===== config.mk =====
export PLATFORM = sky130hd
export DESIGN_NAME = seq_detector_param
export DESIGN_NICKNAME = d
export VERILOG_FILES = /design/src/rtl/seq_det_pkg.sv /design/src/rtl/seq_detector_param_sat_counter.sv /design/src/rtl/seq_detector_param.sv
export SDC_FILE = /design/constraint.sdc
export NUM_CORES = 1
export LEC_CHECK = 0
export ABC_AREA = 1
export BUFFER_PORTS_ARGS = -buffer_cell sky130_fd_sc_hd__buf_2
export CAP_MARGIN = 20
export CORE_ASPECT_RATIO = 1.2
export CORE_MARGIN = 2
export CORE_UTILIZATION = 56
export DETAILED_ROUTE_END_ITERATION = 7
export PLACE_DENSITY = 0.79
export SLEW_MARGIN = 10
export SYNTH_ARGS = -nofsm -noshare
export SYNTH_HDL_FRONTEND = slang
export SYNTH_SLANG_ARGS = --single-unit

===== constraint.sdc =====
create_clock -name clk -period 2.2 [get_ports clk]
set_input_delay 0.11 -clock clk [delete_from_list [all_inputs] [get_ports clk]]
set_output_delay 0.11 -clock clk [all_outputs]
set_load 0.03 [all_outputs]

===== src/rtl/seq_det_pkg.sv =====
// Shared definitions for the parameterised serial sequence detector.
// Holds the FSM state encoding, which is also driven onto the 'state' port.
package seq_det_pkg;

  localparam int unsigned STATE_W = 2;

  typedef enum logic [STATE_W-1:0] {
    ST_IDLE  = 2'b00,  // unconfigured, input ignored
    ST_FILL  = 2'b01,  // configured, history not yet len bits deep
    ST_ARMED = 2'b10,  // history full, no hit on the last bit
    ST_HIT   = 2'b11   // a match was flagged this cycle
  } state_e;

endpackage


===== src/rtl/seq_detector_param_sat_counter.sv =====
// Saturating up-counter used for the detection count.
// Ports:
//   clk, reset : clock, synchronous active-high reset
//   inc        : count up by one (holds at all-ones)
//   clr        : clear to zero; wins over inc
//   cnt        : registered count value
module sat_counter #(
  parameter int unsigned W = 8
) (
  input  logic         clk,
  input  logic         reset,
  input  logic         inc,
  input  logic         clr,
  output logic [W-1:0] cnt
);

  logic [W-1:0] r_cnt;

  // Clear beats increment; increment stops at the all-ones value.
  always_ff @(posedge clk) begin
    if (reset || clr) begin
      r_cnt <= '0;
    end else if (inc && (r_cnt != {W{1'b1}})) begin
      r_cnt <= r_cnt + W'(1);
    end
  end

  assign cnt = r_cnt;

endmodule


===== src/rtl/seq_detector_param.sv =====
// Runtime-configurable serial pattern detector with overlap control and a
// saturating hit counter.
// Ports:
//   clk, reset          : clock, synchronous active-high reset
//   cfg_load            : latch cfg_pattern / cfg_len / cfg_overlap
//   cfg_pattern         : pattern, bit cfg_len-1 received first, bit 0 last
//   cfg_len             : active pattern length (2..PAT_MAX accepted)
//   cfg_overlap         : 1 = overlapping detection, 0 = non-overlapping
//   in_valid, data_in   : serial input, sampled only while in_valid is high
//   cnt_clr             : clear match_count
//   match               : one-cycle registered pulse per detection
//   match_count         : saturating detection count
//   state               : FSM state (IDLE/FILL/ARMED/HIT)
//   cfg_err             : sticky, last load was rejected
module seq_detector_param
  import seq_det_pkg::*;
#(
  parameter  int unsigned PAT_MAX = 8,
  parameter  int unsigned CNT_W   = 8,
  localparam int unsigned LEN_W   = $clog2(PAT_MAX + 1)
) (
  input  logic               clk,
  input  logic               reset,
  input  logic               cfg_load,
  input  logic [PAT_MAX-1:0] cfg_pattern,
  input  logic [LEN_W-1:0]   cfg_len,
  input  logic               cfg_overlap,
  input  logic               in_valid,
  input  logic               data_in,
  input  logic               cnt_clr,
  output logic               match,
  output logic [CNT_W-1:0]   match_count,
  output logic [1:0]         state,
  output logic               cfg_err
);

  state_e             r_state, w_state_nxt;
  logic [PAT_MAX-2:0] r_hist,  w_hist_nxt;   // top history bit is never compared
  logic [LEN_W-1:0]   r_fill,  w_fill_nxt;
  logic [PAT_MAX-1:0] r_pat,   w_pat_nxt;
  logic [LEN_W-1:0]   r_len,   w_len_nxt;
  logic               r_ovl,   w_ovl_nxt;
  logic               r_err,   w_err_nxt;
  logic               r_match, w_match_nxt;

  logic               w_hit;
  logic               w_len_ok;
  logic [PAT_MAX-1:0] w_shift;
  logic [PAT_MAX-1:0] w_mask;
  logic [LEN_W-1:0]   w_fill_inc;

  assign w_len_ok   = (cfg_len >= LEN_W'(2)) && (cfg_len <= LEN_W'(PAT_MAX));
  assign w_shift    = {r_hist, data_in};
  assign w_fill_inc = (r_fill < r_len) ? (r_fill + LEN_W'(1)) : r_fill;

  // Only the low len bits of history and pattern take part in the compare.
  always_comb begin
    w_mask = '0;
    for (int i = 0; i < int'(PAT_MAX); i++) begin
      w_mask[i] = (32'(i) < 32'(r_len));
    end
  end

  // State and datapath registers.
  always_ff @(posedge clk) begin
    if (reset) begin
      r_state <= ST_IDLE;
      r_hist  <= '0;
      r_fill  <= '0;
      r_pat   <= '0;
      r_len   <= '0;
      r_ovl   <= 1'b0;
      r_err   <= 1'b0;
      r_match <= 1'b0;
    end else begin
      r_state <= w_state_nxt;
      r_hist  <= w_hist_nxt;
      r_fill  <= w_fill_nxt;
      r_pat   <= w_pat_nxt;
      r_len   <= w_len_nxt;
      r_ovl   <= w_ovl_nxt;
      r_err   <= w_err_nxt;
      r_match <= w_match_nxt;
    end
  end

  // Next-state: a load beats data; IDLE ignores data until a good load.
  always_comb begin
    w_state_nxt = r_state;
    w_hist_nxt  = r_hist;
    w_fill_nxt  = r_fill;
    w_pat_nxt   = r_pat;
    w_len_nxt   = r_len;
    w_ovl_nxt   = r_ovl;
    w_err_nxt   = r_err;
    w_match_nxt = 1'b0;
    w_hit       = 1'b0;

    if (cfg_load) begin
      w_hist_nxt = '0;
      w_fill_nxt = '0;
      if (w_len_ok) begin
        w_pat_nxt   = cfg_pattern;
        w_len_nxt   = cfg_len;
        w_ovl_nxt   = cfg_overlap;
        w_err_nxt   = 1'b0;
        w_state_nxt = ST_FILL;
      end else begin
        w_pat_nxt   = '0;
        w_len_nxt   = '0;
        w_ovl_nxt   = 1'b0;
        w_err_nxt   = 1'b1;
        w_state_nxt = ST_IDLE;
      end
    end else if (r_state != ST_IDLE) begin
      if (in_valid) begin
        w_hist_nxt = w_shift[PAT_MAX-2:0];
        if ((w_fill_inc == r_len) && (((w_shift ^ r_pat) & w_mask) == '0)) begin
          w_hit       = 1'b1;
          w_match_nxt = 1'b1;
          w_state_nxt = ST_HIT;
          // Non-overlapping mode restarts the fill so matched bits are not reused.
          w_fill_nxt  = r_ovl ? w_fill_inc : '0;
        end else begin
          w_fill_nxt  = w_fill_inc;
          w_state_nxt = (w_fill_inc == r_len) ? ST_ARMED : ST_FILL;
        end
      end else if (r_state == ST_HIT) begin
        w_state_nxt = (r_fill == r_len) ? ST_ARMED : ST_FILL;
      end
    end
  end

  sat_counter #(
    .W (CNT_W)
  ) u_cnt (
    .clk   (clk),
    .reset (reset),
    .inc   (w_hit),
    .clr   (cnt_clr),
    .cnt   (match_count)
  );

  assign match   = r_match;
  assign state   = r_state;
  assign cfg_err = r_err;

endmodule


# Word-level counts from Yosys, hierarchy flattened
# Index checks and enable logic that the tools add are counted.
classes:
  shifts: 0
  bitwise: 2
  multipliers: 0
  reduce_logical: 11
  div: 0
  mux: 19
  order_cmp: 11
  n_eq_ne: 4
  n_addsub: 2
ops:
  columns: ["op", "count"]
  rows:
  - ["less-than comparator 3 x 4 -> 1 bit (first input constant)", 4]
  - ["two-way mux 4 bit", 4]
  - ["two-way mux 2 bit", 7]
  - ["adder 8 x 1 -> 8 bit (second input constant)", 1]
  - ["AND 8 bit", 1]
  - ["equality test 4 bit", 2]
  - ["zero test 8 bit", 1]
  - ["less-than comparator 1 x 4 -> 1 bit (first input constant)", 2]
  - ["less-than comparator 2 x 4 -> 1 bit (first input constant)", 2]
  - ["two-way mux 8 bit", 1]
  - ["!= test 8 bit (second input constant)", 1]
  - ["XOR 8 bit", 1]
  - ["two-way mux 1 bit", 7]
  - ["adder 4 x 1 -> 4 bit (second input constant)", 1]
  - [">= comparator 4 x 2 -> 1 bit (second input constant)", 1]
  - ["<= comparator 4 bit (second input constant)", 1]
  - ["less-than comparator 4 bit", 1]
  - ["AND reduction 2 bit", 2]
  - ["nonzero test 2 bit", 2]
  - ["logical AND 1 bit", 3]
  - ["nonzero test 3 bit", 1]
  - ["equality test 2 bit (second input constant)", 1]
  - ["OR reduction 2 bit", 1]
  - ["logical OR 1 bit", 1]
totals:
  register_bits: 36
  elab_cells: 58
  latchBits: 0
  memories: 0
  rom_bits: 0
  mem_bits_rw: 0
  out_inout_bits: 12
  inputBits: 19

# Logic depth before layout (Yosys ltp)
logic_depth:
  ltp_word: 9
  mapped_depth: 19
  mapped_depth_nobuf: 18

# Cells and area by module
# Synthesis repeated with hierarchy kept, for this count alone.
unflattened:
  cells_unflattened: 288
  hier_area_um2: 2024.4
modules_own_cells:
  columns: ["mod", "seq_area_each_um2", "area_per_inst_um2", "cells_per_inst", "instances"]
  rows:
  - ["seq_detector_param", 560.5, 1576.5, 221, 1]
  - ["sat_counter", 160.2, 447.9, 67, 1]

# Worst setup path before layout
# No wires, ideal clock.
synth_path:
  kind: "register to register"
  start: "register r_len[3]"
  end: "register u_cnt.r_cnt[6], in the netlist u_cnt.cnt[6]"
  arrival_time_ns: 1.895
  required_ns: 2.137
  stages_incl_launch_ff: 19
  period_less_slack_ns: 1.958
  path_slack_ns: 0.242
  setup_ns: 0.063
  n_path_buf: 1
  path_cell_list: "dfxtp_1 -> inv_2 -> ha_1 -> nand2_1 -> nand2_2 -> nor2_1 -> nand2_1 -> nand2_1 -> nand2_1 -> nand2_1 -> nand2_1 -> nor2_2 -> nand2_2 -> nor2_4 -> buf_6 -> nand2_2 -> nor2_2 -> nor2_1 -> nor2_2"
synth_via:
  elab_chain_len: 9
  elab_cells_between_ends: 19
  cone_classes: "order compare: 9; eq/ne: 1; mux: 5; bitwise: 1; reduce/logical: 3"
synth_lines:
  columns: ["element", "line_no", "text"]
  rows:
  - ["from (decl)", "seq_detector_param.sv:41", "logic [LEN_W-1:0] r_len, w_len_nxt;"]
  - ["from (signal assigned)", "seq_detector_param.sv:80", "r_len <= w_len_nxt;"]
  - ["less-than comparator 4 bit (tied with other cells)", "seq_detector_param.sv:54", "assign w_fill_inc = (r_fill < r_len) ? (r_fill + LEN_W'(1)) : r_fill;"]
  - ["two-way mux 4 bit / AND 8 bit (equally long branches)", "seq_detector_param.sv:54, seq_detector_param.sv:118", null]
  - ["equality test 4 bit / zero test 8 bit (equally long branches)", "seq_detector_param.sv:118", "if ((w_fill_inc == r_len) && (((w_shift ^ r_pat) & w_mask) == '0)) begin"]
  - ["logical AND 1 bit *", "seq_detector_param.sv:118", null]
  - ["two-way mux 1 bit *", "seq_detector_param.sv:118", null]
  - ["two-way mux 1 bit * (2 in series)", null, null]
  - ["two-way mux 1 bit *", "seq_detector_param.sv:99", "if (cfg_load) begin"]
  - ["logical AND 1 bit *", "seq_detector_param_sat_counter.sv:23", "end else if (inc && (r_cnt != {W{1'b1}})) begin"]
  - ["to (signal assigned)", "seq_detector_param_sat_counter.sv:24", "r_cnt <= r_cnt + W'(1);"]
  - ["to (decl)", "seq_detector_param_sat_counter.sv:17", "logic [W-1:0] r_cnt;"]
# Mark *: on every way between the ends. The rest lies on a longest branch, timed or not.
# A chain may end at the register's enable or synchronous reset.

# Worst setup path after layout
layout_path:
  start: "register r_len[3]"
  end: "register r_fill[1]"
layout_via:
  elab_chain_len: 5
  elab_cells_between_ends: 16
  cone_classes: "order compare: 9; eq/ne: 1; mux: 3; bitwise: 1; reduce/logical: 2"
layout_lines:
  columns: ["element", "line_no", "text"]
  rows:
  - ["less-than comparator 4 bit (tied with other cells)", "seq_detector_param.sv:54", null]
  - ["two-way mux 4 bit / AND 8 bit (equally long branches)", "seq_detector_param.sv:54, seq_detector_param.sv:118", null]
  - ["equality test 4 bit / zero test 8 bit (equally long branches)", "seq_detector_param.sv:118", null]
  - ["logical AND 1 bit", "seq_detector_param.sv:118", null]
  - ["two-way mux 4 bit *", "seq_detector_param.sv:118", null]
  - ["to (signal assigned)", "seq_detector_param.sv:78", "r_fill <= w_fill_nxt;"]
  - ["to (decl)", "seq_detector_param.sv:39", "logic [LEN_W-1:0] r_fill, w_fill_nxt;"]
# Marks and branches as above.

==> out/summary.json <==
{
  "instances_no_fill": {"value": 368},
  "final_common_cell": {"value": "nand2_1"},
  "worst-r2r-setup-slack": {"value": 0.02, "unit": "ns"},
  "max_clock_freq": {"value": 0.459, "unit": "GHz"},
  "io_pins": {"value": 31},
  "critical-path-top-cell-by-count": {"value": "nand2_2"},
  "synth_edf_count": {"value": 0},
  "cp.arrival": {"value": 2.34, "unit": "ns"},
  "critical-path-slowest-cell": {"value": "dfxtp_2"},
  "routed_wirelength": {"value": 5.30, "unit": "mm"},
  "power_density": {"value": 587, "unit": "nW/um2"},
  "tritoncts_num_sinks": {"value": 36},
  "floorplan.initialDensity": {"value": 59.2, "unit": "%"},
  "critPathBufInv": {"value": 3},
  "grt.overflow.total": {"value": 0},
  "power.ir.vdd_worst": {"value": 0.742, "unit": "mV"},
  "critPathMaxStageDelay": {"value": 0.35, "unit": "ns"},
  "clk_latency": {"value": 0.30, "unit": "ns"},
  "mostFrequentLayoutCells": {"value": "nand2_1, buf_2, dfxtp_1, inv_1, nand3_1"},
  "drt-initial-drc-count": {"value": 103},
  "share_of_cell_area_taken_by_muxes_after_synthesis": {"value": 0, "unit": "%"},
  "grt_pass1_vias": {"value": 1933},
  "final_period_util": {"value": 99.0, "unit": "%"},
  "ctsHoldBuffers": {"value": 0},
  "synth_area_per_cell": {"value": 7.23, "unit": "um2"},
  "pre_cts_ws": {"value": -0.0409, "unit": "ns"},
  "final_layout_size_suffix_gt1_share": {"value": 32.3, "unit": "%"},
  "report.final.slew_viol_count": {"value": 0},
  "yosysWarnings": {"value": 0},
  "die_y": {"value": 69.4, "unit": "um"},
  "hold_depth": {"value": 2},
  "port-buffer-count": {"value": 30},
  "post_synth_xor_area_fraction": {"value": 5.27, "unit": "%"},
  "timing.critical_path.cells": {"value": "inv_2 -> ha_4 -> nand2_4 -> nand2_4 -> buf_4 -> nor2_2 -> nand3_2 -> nand3_2 -> nand2_2 -> nor2_4 -> nand2_2 -> nor2_4 -> buf_4 -> nand2_2 -> nand2_1 -> a21oi_1"},
  "final_ws_setup": {"value": 0.0230, "unit": "ns"},
  "synth-simple-area-share": {"value": 32.2, "unit": "%"},
  "std_cell_rows": {"value": 23},
  "antenna_cells": {"value": 0},
  "max_cap_violations": {"value": 0},
  "dieWidth": {"value": 58.5, "unit": "um"},
  "setup_violations": {"value": 0},
  "tritoncts": {"value": "yes"},
  "yosys.area_share.adder": {"value": 3.76, "unit": "%"},
  "critPathCaptureType": {"value": "register"},
  "cp_num_cells": {"value": 16},
  "drt-wirelength-per-cell": {"value": 14.4, "unit": "um"},
  "global_route_wire_length_before_repair": {"value": 8.21, "unit": "mm"},
  "critical_path.reg2reg.endpoint": {"value": "r_fill[1]$_SDFFE_PP0P_"},
  "critPathCapture": {"value": "r_fill[1]$_SDFFE_PP0P_"},
  "worst_setup_path_start_kind": {"value": "register"},
  "power.static_leakage": {"value": 1.13, "unit": "nW"},
  "criticalPathCategory": {"value": "register to register"},
  "grt_setup_unrepaired": {"value": "true"},
  "clock-root-buffer": {"value": "clkbuf_8"},
  "grt_util_all_layers": {"value": 25.8, "unit": "%"},
  "outcome": {"value": "finished, final reports clean"},
  "post_synth_main_area_contributors": {"value": "dfxtp_1, nand2_1, nand3_1"},
  "cpLargestDelayFamily": {"value": "simple AND/OR/NAND/NOR gates"},
  "synth_area_in_compound_gates": {"value": 14.4, "unit": "%"},
  "remaining_drcs": {"value": 0},
  "syn_nets": {"value": 301},
  "synth-async-reset-ratio": {"value": 0, "unit": "%"},
  "critical_path_peak_fanout": {"value": 6},
  "synth_top_cell_area_share": {"value": 36.1, "unit": "%"},
  "slew_headroom": {"value": 65.7, "unit": "%"},
  "timing.critical_path.required": {"value": 2.36, "unit": "ns"},
  "worst_r2r_path_depth": {"value": 16},
  "cts-root-to-sink-buffers": {"value": 2},
  "transition_at_the_pin_with_the_smallest_max_transition_slack": {"value": 0.514, "unit": "ns"},
  "drt_pre_antenna_iters": {"value": 4},
  "final-hold-violation-count": {"value": 0},
  "detailed_place_hpwl": {"value": 3.53, "unit": "mm"},
  "grt_max_degree": {"value": 17},
  "syn-cell-area": {"value": 1990, "unit": "um2"},
  "netlist.top_cell.by_area": {"value": "dfxtp_1"},
  "timing.critical_path.from": {"value": "r_len[3]$_SDFFE_PP0P_"},
  "dominant_combinational_cell_family_by_area_after_synthesis": {"value": "simple AND/OR/NAND/NOR gates"},
  "finalNetCount": {"value": 355},
  "synth_sequential_area_ratio": {"value": 36.1, "unit": "%"},
  "synth_ff_type": {"value": "dfxtp_1"},
  "cts_made_buffers": {"value": 5},
  "synth.ff_latch_count": {"value": 36},
  "layout-area-overhead-vs-synth": {"value": 27.7, "unit": "%"},
  "hold_class": {"value": "primary input to register"},
  "worst_clk_skew": {"value": 0.00368, "unit": "ns"},
  "placed_cells_incl_taps": {"value": 348},
  "routability_congestion_estimate_from_global_placement": {"value": 0.946},
  "launch_instance_of_the_worst_register_to_register_path": {"value": "r_len[3]$_SDFFE_PP0P_"},
  "post_synthesis_cell_count": {"value": 276},
  "layout_min_cycle_time": {"value": 2.18, "unit": "ns"},
  "grt_antenna_before_repair": {"value": 0},
  "yosysUniqueCellTypes": {"value": 26},
  "design.die.area": {"value": 4060, "unit": "um2"},
  "htree_num_levels": {"value": 2},
  "route.vias.total": {"value": 2072},
  "postRouteAntennaNets": {"value": 0},
  "drt-vias-per-instance": {"value": 5.63},
  "floorplan.core_area": {"value": 3370, "unit": "um2"},
  "clock_pin_slew_reported_for_the_worst_setup_and_hold_paths_after_clock_tree_synthesis": {"value": 0.08, "unit": "ns"}
}
==> Yosys cell counts (all sizes together) (5+ instances only) <==
master,number
nand2,61
dfxtp,36
inv,35
nor2,29
nand3,27
o21ai,19
a21oi,18
nand4,15
xor2,11
a32o,7
ha,6
clkbuf,5
==> registers in the layout, indices dropped and copies added, names as in the netlist <==
signal	count
r_len	4
r_ovl	1
u_cnt.cnt	8
r_hist	7
r_pat	8
state	2
r_fill	4
match	1
cfg_err	1
==> cell type report <==
cell class / count / area [um2]
Clock buffer: 5 / 68.8
Clock inverter: 3 / 23.8
Fill cell: 275 / 821
Inverter: 36 / 135
Multi-Input combinational cell: 199 / 1220
Sequential cell: 36 / 729
Tap cell: 37 / 46.3
Timing Repair Buffer: 52 / 327
==> routing by layer <==
metal  global-route usage [%]  up-vias  routed length [um]
met2                     43.8       73                2700
met1                     30.0      947                2120
met4                     11.9        0                 191
met5                        0        -                   0
met3                     5.78       17                 289
li1                         -     1035                   -
==> cell families after synthesis <==
family | after synthesis
flops | 36
compound gates | 48
buf+inv | 42
fa+ha+maj | 6
xor+xnor | 12
simple gates | 132
==> timing repair <==
item                                    in CTS  in global routing
pin swaps                                    1                 19
resized for setup                            1                 32
cloned                                       0                  1
endpoints found under the setup margin       8                 13
buffers inserted                             2                  9
==> per-stage QoR <==
stage                     cell area [um2]  power (W)  utilization (%)  TNS (ns)  hold WS [ns]
after floorplan                      1990   0.000880                -         0         0.182
after global placement               2240   0.000941             66.6         0         0.341
after detailed placement             2240   0.000946             66.6    -0.195         0.342
after CTS                            2350    0.00144             69.9         0        0.0242
after global routing                 2550    0.00156             75.6    -0.904        0.0232
final                                2550    0.00150             75.6         0        0.0300
==> where the power goes <==
group | switching, W | internal [W]
combinational | 0.000194 | 0.000129
sequential | 0.0000145 | 0.000671
clock | 0.000263 | 0.000224
==> worst min-delay path by stage <==
| stage | from | end |
|---|---|---|
| after floorplan | reset | match$_SDFF_PP0_ |
| after global placement | cfg_pattern[5] | r_pat[5]$_SDFFE_PP0P_ |
| after detailed placement | reset | match$_SDFF_PP0_ |
| after CTS | reset | match$_SDFF_PP0_ |
| after global routing | reset | match$_SDFF_PP0_ |
| final | reset | match$_SDFF_PP0_ |
Power figures use the tool's default switching activity.
